[config.mk]
export PLATFORM = sky130hd
export DESIGN_NAME = adpll_loop_filter
export DESIGN_NICKNAME = d
export VERILOG_FILES = /design/src/rtl/adpll_pkg.sv /design/src/rtl/adpll_lock_detect.sv /design/src/rtl/adpll_loop_filter.sv
export SDC_FILE = /design/constraint.sdc
export NUM_CORES = 1
export LEC_CHECK = 0
export CAP_MARGIN = 20
export CELL_PAD_IN_SITES_DETAIL_PLACEMENT = 0
export CELL_PAD_IN_SITES_GLOBAL_PLACEMENT = 2
export CORE_MARGIN = 1.5
export CORE_UTILIZATION = 41
export CTS_CLUSTER_SIZE = 40
export DETAILED_ROUTE_END_ITERATION = 6
export PLACE_DENSITY_LB_ADDON = 0.1
export RECOVER_POWER = 100
export SLEW_MARGIN = 30
export SYNTH_ARGS = -nofsm -noshare
export SYNTH_HDL_FRONTEND = slang
export SYNTH_SLANG_ARGS = --single-unit
export TNS_END_PERCENT = 100
[constraint.sdc]
create_clock -name clk_i -period 9.2 [get_ports clk_i]
set_input_delay 1.84 -clock clk_i [delete_from_list [all_inputs] [get_ports clk_i]]
set_output_delay 1.84 -clock clk_i [all_outputs]
set_load 0.005 [all_outputs]
[src/rtl/adpll_pkg.sv]
// Shared types and constants for the ADPLL loop filter and oscillator-select stage.
package adpll_pkg;

    typedef enum logic [1:0] {
        IDLE,
        ACQUIRE,
        TRACK
    } state_e;

    localparam int DCO_CC_WIDTH = 5;
    // Oscillator select = BIAS - dco_cc, keeping the select non-negative over the code range.
    localparam int BIAS = 16;

    function automatic int sat_signed(input int value, input int width);
        int hi;
        int lo;
        hi = (1 << (width - 1)) - 1;
        lo = -hi - 1;
        if (value > hi) begin
            return hi;
        end
        if (value < lo) begin
            return lo;
        end
        return value;
    endfunction

endpackage

[src/rtl/adpll_lock_detect.sv]
// Lock detector: IDLE/ACQUIRE/TRACK state machine with consecutive-sample counters.
module adpll_lock_detect
    import adpll_pkg::*;
#(
    parameter int ERR_WIDTH     = 8,
    parameter int LOCK_THRESH   = 2,
    parameter int LOCK_COUNT    = 16,
    parameter int UNLOCK_THRESH = 8,
    parameter int UNLOCK_COUNT  = 4
) (
    input  logic                 clk,
    input  logic                 rst_n,
    input  logic                 enable,
    input  logic                 pd_valid,
    input  logic [ERR_WIDTH-1:0] pd_err,
    output logic                 active,
    output logic                 track_gain,
    output logic                 lock
);

    localparam int LCW = $clog2(LOCK_COUNT + 1);
    localparam int UCW = $clog2(UNLOCK_COUNT + 1);

    state_e             state;
    logic [LCW-1:0]     lock_cnt;
    logic [UCW-1:0]     unlock_cnt;
    logic [ERR_WIDTH:0] err_ext;
    logic [ERR_WIDTH:0] err_mag;
    logic               lock_cand;
    logic               unlock_cand;

    // One extra bit so |-2^(N-1)| is representable.
    always_comb begin
        err_ext     = {pd_err[ERR_WIDTH-1], pd_err};
        err_mag     = err_ext[ERR_WIDTH] ? (~err_ext + 1'b1) : err_ext;
        lock_cand   = err_mag <= (ERR_WIDTH + 1)'(LOCK_THRESH);
        unlock_cand = err_mag > (ERR_WIDTH + 1)'(UNLOCK_THRESH);
    end

    assign active     = (state != IDLE);
    assign track_gain = (state == TRACK);

    always_ff @(posedge clk or negedge rst_n) begin
        if (!rst_n) begin
            state      <= IDLE;
            lock_cnt   <= '0;
            unlock_cnt <= '0;
            lock       <= 1'b0;
        end else if (!enable) begin
            state      <= IDLE;
            lock_cnt   <= '0;
            unlock_cnt <= '0;
            lock       <= 1'b0;
        end else begin
            case (state)
                IDLE: begin
                    state      <= ACQUIRE;
                    lock_cnt   <= '0;
                    unlock_cnt <= '0;
                end
                ACQUIRE: begin
                    if (pd_valid) begin
                        if (!lock_cand) begin
                            lock_cnt <= '0;
                        end else if (lock_cnt == LCW'(LOCK_COUNT - 1)) begin
                            state      <= TRACK;
                            lock       <= 1'b1;
                            lock_cnt   <= '0;
                            unlock_cnt <= '0;
                        end else begin
                            lock_cnt <= lock_cnt + 1'b1;
                        end
                    end
                end
                TRACK: begin
                    if (pd_valid) begin
                        if (!unlock_cand) begin
                            unlock_cnt <= '0;
                        end else if (unlock_cnt == UCW'(UNLOCK_COUNT - 1)) begin
                            state      <= ACQUIRE;
                            lock       <= 1'b0;
                            lock_cnt   <= '0;
                            unlock_cnt <= '0;
                        end else begin
                            unlock_cnt <= unlock_cnt + 1'b1;
                        end
                    end
                end
                default: begin
                    state <= IDLE;
                end
            endcase
        end
    end

endmodule

[src/rtl/adpll_loop_filter.sv]
// PI loop filter: two-stage pipeline from phase error to saturated DCO control code.
module adpll_loop_filter
    import adpll_pkg::*;
#(
    parameter int ERR_WIDTH     = 8,
    parameter int DCO_CC_WIDTH  = adpll_pkg::DCO_CC_WIDTH,
    parameter int ACC_WIDTH     = 16,
    parameter int FRAC_BITS     = 8,
    parameter int KP_SHIFT_ACQ  = 2,
    parameter int KI_SHIFT_ACQ  = 4,
    parameter int KP_SHIFT_TRK  = 4,
    parameter int KI_SHIFT_TRK  = 7,
    parameter int LOCK_THRESH   = 2,
    parameter int LOCK_COUNT    = 16,
    parameter int UNLOCK_THRESH = 8,
    parameter int UNLOCK_COUNT  = 4
) (
    input  logic                    clk_i,
    input  logic                    rst_n_i,
    input  logic                    enable_i,
    input  logic [ERR_WIDTH-1:0]    pd_err_i,
    input  logic                    pd_valid_i,
    output logic [DCO_CC_WIDTH-1:0] dco_cc_o,
    output logic                    dco_cc_valid_o,
    output logic                    lock_o
);

    localparam int EW = ACC_WIDTH + 2;
    localparam logic signed [EW-1:0] ACC_MAX = EW'((2 ** (ACC_WIDTH - 1)) - 1);
    localparam logic signed [EW-1:0] ACC_MIN = -ACC_MAX;
    localparam int CC_MAX = (2 ** (DCO_CC_WIDTH - 1)) - 1;
    localparam int CC_MIN = -CC_MAX - 1;

    logic active;
    logic track_gain;

    adpll_lock_detect #(
        .ERR_WIDTH    (ERR_WIDTH),
        .LOCK_THRESH  (LOCK_THRESH),
        .LOCK_COUNT   (LOCK_COUNT),
        .UNLOCK_THRESH(UNLOCK_THRESH),
        .UNLOCK_COUNT (UNLOCK_COUNT)
    ) u_lock_detect (
        .clk       (clk_i),
        .rst_n     (rst_n_i),
        .enable    (enable_i),
        .pd_valid  (pd_valid_i),
        .pd_err    (pd_err_i),
        .active    (active),
        .track_gain(track_gain),
        .lock      (lock_o)
    );

    logic signed [EW-1:0] e_full;
    logic signed [EW-1:0] p_calc;
    logic signed [EW-1:0] i_calc;
    logic                 take;

    always_comb begin
        e_full = EW'($signed(pd_err_i)) <<< FRAC_BITS;
        if (track_gain) begin
            p_calc = e_full >>> KP_SHIFT_TRK;
            i_calc = e_full >>> KI_SHIFT_TRK;
        end else begin
            p_calc = e_full >>> KP_SHIFT_ACQ;
            i_calc = e_full >>> KI_SHIFT_ACQ;
        end
        take = pd_valid_i && active;
    end

    logic                        s1_valid;
    logic signed [EW-1:0]        s1_p;
    logic signed [EW-1:0]        s1_i;
    logic                        s1_pos;
    logic                        s1_neg;
    logic signed [ACC_WIDTH-1:0] acc_q;
    logic                        sat_hi_q;
    logic                        sat_lo_q;

    logic                        freeze;
    logic signed [EW-1:0]        acc_sum;
    logic signed [EW-1:0]        acc_next_ext;
    logic signed [ACC_WIDTH-1:0] acc_next;
    logic signed [EW-1:0]        y_sum;
    int                          y_int;
    int                          y_sat;

    // Integrator holds while the output is already pinned in the error's direction.
    always_comb begin
        freeze  = (sat_hi_q && s1_pos) || (sat_lo_q && s1_neg);
        acc_sum = EW'(acc_q) + s1_i;
        if (freeze) begin
            acc_next_ext = EW'(acc_q);
        end else if (acc_sum > ACC_MAX) begin
            acc_next_ext = ACC_MAX;
        end else if (acc_sum < ACC_MIN) begin
            acc_next_ext = ACC_MIN;
        end else begin
            acc_next_ext = acc_sum;
        end
        acc_next = ACC_WIDTH'(acc_next_ext);
        y_sum    = acc_next_ext + s1_p;
        y_int    = int'(y_sum >>> FRAC_BITS);
        y_sat    = sat_signed(y_int, DCO_CC_WIDTH);
    end

    always_ff @(posedge clk_i or negedge rst_n_i) begin
        if (!rst_n_i) begin
            s1_valid       <= 1'b0;
            s1_p           <= '0;
            s1_i           <= '0;
            s1_pos         <= 1'b0;
            s1_neg         <= 1'b0;
            acc_q          <= '0;
            sat_hi_q       <= 1'b0;
            sat_lo_q       <= 1'b0;
            dco_cc_o       <= '0;
            dco_cc_valid_o <= 1'b0;
        end else if (!enable_i) begin
            s1_valid       <= 1'b0;
            s1_p           <= '0;
            s1_i           <= '0;
            s1_pos         <= 1'b0;
            s1_neg         <= 1'b0;
            acc_q          <= '0;
            sat_hi_q       <= 1'b0;
            sat_lo_q       <= 1'b0;
            dco_cc_o       <= '0;
            dco_cc_valid_o <= 1'b0;
        end else begin
            s1_valid       <= take;
            dco_cc_valid_o <= s1_valid;
            if (take) begin
                s1_p   <= p_calc;
                s1_i   <= i_calc;
                s1_pos <= !pd_err_i[ERR_WIDTH-1] && (pd_err_i != '0);
                s1_neg <= pd_err_i[ERR_WIDTH-1];
            end
            if (s1_valid) begin
                acc_q    <= acc_next;
                dco_cc_o <= DCO_CC_WIDTH'(y_sat);
                sat_hi_q <= (y_int > CC_MAX);
                sat_lo_q <= (y_int < CC_MIN);
            end
        end
    end

endmodule

==> impl_metrics.yaml <==
sta:
  holdWs_ps: 500.1
  slew_headroom: -0.9965
  setup_viol: 0
  slew_viol_final: 54
  fmax_mhz: 162.8
  skew_ps: 8.462
  period_share: 0.6677
  rsz0062_at_grt: "no"
  period_minus_slack_ps: 6143
  setup_tns_ps: 0
  worst_slew_pin_slew_ps: 2995
  hold_violations: 0
finish:
  syn_to_final_growth_pct: 8.640
  drive_gt1_frac: 0.05123
  num-nets-final: 571
  fillCellCount: 1045
  diodes: 0
status:
  violations: "capacitance limit, slew limit"
  run_status: "complete, but fails checks"
placement:
  place_congestion: 0.8330
  io_buffer_count: 18
  dp_hpwl_mm: 9.030
logic_synthesis:
  yosysMostFrequentCell: "dfrtp_1"
  yosysTopAreaCellShare: 0.3094
  syn_inst: 517
  ys_ff_latch: 53
  seq_area_frac_synth: 0.3094
  synth_area_sq_um: 4287
  yosysWarnings: 0
  ys.flop_type: "dfrtp_1"
  synth_edf_count: 0
  syn_area_per_cell_sq_um: 8.291
  syn-num-nets: 562
  synth_common_cells: "dfrtp_1 (53), a21oi_1 (52), nand2_1 (52)"
  yosys.area.top_type: "dfrtp_1"
  async_flop_share: 1.000
  synth.distinct_cells: 66
  synth_area_leaders: "dfrtp_1 (31%), ha_1 (9.3%), a21oi_1 (6.1%), o21ai_0 (4.7%), nand2_1 (4.6%)"
worst_setup_path:
  startpoint_type: "register"
  slowest_delay_ps: 440
  critPathCaptureType: "register"
  cp_max_fo: 12
  path_class: "register to register"
  worst_path_max_delay_cell: "dfrtp_1"
  path_common_cell: "ha_1"
  required_ps: 9440
  r2r_cells: 27
  cp.arrival_ps: 6380
clock_network:
  cts-buffers-inserted: 5
  cts_sinks: 53
  cts_max_level: 2
  clk_pin_slew_ps: 110
  cts_buffer_depth: 2
  holdBufCountCts: 0
  clockRootBuffer: "clkbuf_8"
  clock_latency_ps: 320
  cts_resized: 0
  cts_tree: "yes"
  cts_setup_buffers: 0
run:
  drv_cap: 1
grt:
  grt_usage: 0.2211
  grt_pass1_wl_mm: 19.67
  grt_pass1_vias: 3749
  grt-ovfl-total: 0
  grt_start_max_net_pins: 54
  antenna_found_initial: 0
power:
  p_leak_nw: 2.046
  powerDensity_nw_per_um2: 261.8
  ir_drop_v: 0.00009319
routing:
  dr.pass1.iters: 6
  drc_errors: 0
  ant_nets: 0
  routed_wl_mm: 11.89
  post_drt_wl_per_cell_um: 17.94
  vias: 3950
  vias_per_cell: 5.958
  drt_iter0_drc: 215
die:
  rows: 37
  die_width_um: 105.3
  start_util: 0.4190
  die_area_sq_um: 11080
  die_h_um: 105.3
  coreArea_sq_um: 10230
  boundaryPins: 19
hold_path:
  hold_depth: 1
  hold_path.class: "register to register"
==> stage by stage <==
step | setup WS, ps | instances | total power [mW] | instance area, sq um | util
global placement | 3364 | 655 | 1.080 | 4579 | 0.4476
floorplan | 4061 | 517 | 0.8832 | 4287 | -
CTS | 3202 | 663 | 1.229 | 4677 | 0.4571
finish | 3057 | 663 | 1.219 | 4657 | 0.4552
global route | 2528 | 663 | 1.321 | 4657 | 0.4552
detailed placement | 3254 | 655 | 1.075 | 4579 | 0.4476
==> critical path: cells and delay by family, from the launching register on <==
family,cells,cell delay [ps]
buffers and inverters,1,70
xor gates and xnor gates,2,610
DFF,1,440
and+or+nand+nor,9,1280
adders and majority gates,4,1320
AOI/OAI and AO/OA,11,2350
==> logic make-up (layout without fill, tap and decap cells) <==
group           after synthesis  in the layout  synth area share
fa+ha+maj                    34             34            0.1004
flops                        53             53            0.3094
buf+inv                      38             48           0.03415
compound gates              197            197            0.3062
xor+xnor                     21             21           0.04641
mux                           9              9           0.02131
simple gates                165            165            0.1821
==> power by group <==
part,switching (mW),leakage (nW),internal [mW]
logic,0.454,1.27,0.287
registers,0.0527,0.721,0.276
clock network,0.0922,0.0506,0.0573
total,0.599,2.05,0.620
==> placed cells by master, fill, tap and decap left out, types with 10 or more instances in the layout <==
cell,n
nand2_1,52
dfrtp_1,53
nor3_1,13
o21a_1,15
a31oi_1,14
nand2b_1,10
o21ai_0,41
nand3_1,10
xnor2_1,11
nor2_1,44
inv_1,18
ha_1,32
o211ai_1,12
a21oi_1,53
dlygate4sd3_1,10
==> flip-flops by register name, summed over array words and instances, names as in the netlist <==
| name | flops |
|---|---|
| s1_neg | 1 |
| s1_pos | 1 |
| s1_i | 6 |
| acc_q | 16 |
| u_lock_detect.lock | 1 |
| s1_valid | 1 |
| sat_lo_q | 1 |
| dco_cc_o | 5 |
| u_lock_detect.unlock_cnt | 3 |
| dco_cc_valid_o | 1 |
| u_lock_detect.state | 2 |
| s1_p | 9 |
| sat_hi_q | 1 |
| u_lock_detect.lock_cnt | 5 |
==> final cells by class <==
type                       instances  area [sq um]  area share
multi-input combinational        426          2798      0.6008
sequential                        53          1326      0.2848
clock buffer                       5         68.82     0.01478
clock inverter                     3         28.78    0.006179
inverter                          19         71.32     0.01531
tap                              136         170.2     0.03654
timing repair buffer              21         193.9     0.04164
==> layer usage <==
| layer | GRT usage | vias to the layer above | share of wire |
|---|---|---|---|
| met2 | 0.3716 | 78 | 0.48 |
| li1 | - | 1951 | - |
| met3 | 0.02288 | 8 | 0.032 |
| met5 | 0 | - | 0 |
| met1 | 0.3095 | 1913 | 0.48 |
| met4 | 0.04305 | 0 | 0.010 |
==> final timing paths <==
kind,slack (ps),startpoint,to
max in group asynchronous,4930,rst_n_i,acc_q[7]
setup / recovery,3060,s1_p[4],dco_cc_o[0]
hold / removal,500,u_lock_detect.unlock_cnt[2],u_lock_detect.unlock_cnt[2]
hold reg to reg,500,u_lock_detect.unlock_cnt[2],u_lock_detect.unlock_cnt[2]
min in group asynchronous,2570,rst_n_i,acc_q[8]
setup reg to reg,3060,s1_p[4],dco_cc_o[0]
(Power assumes the default switching activity.)
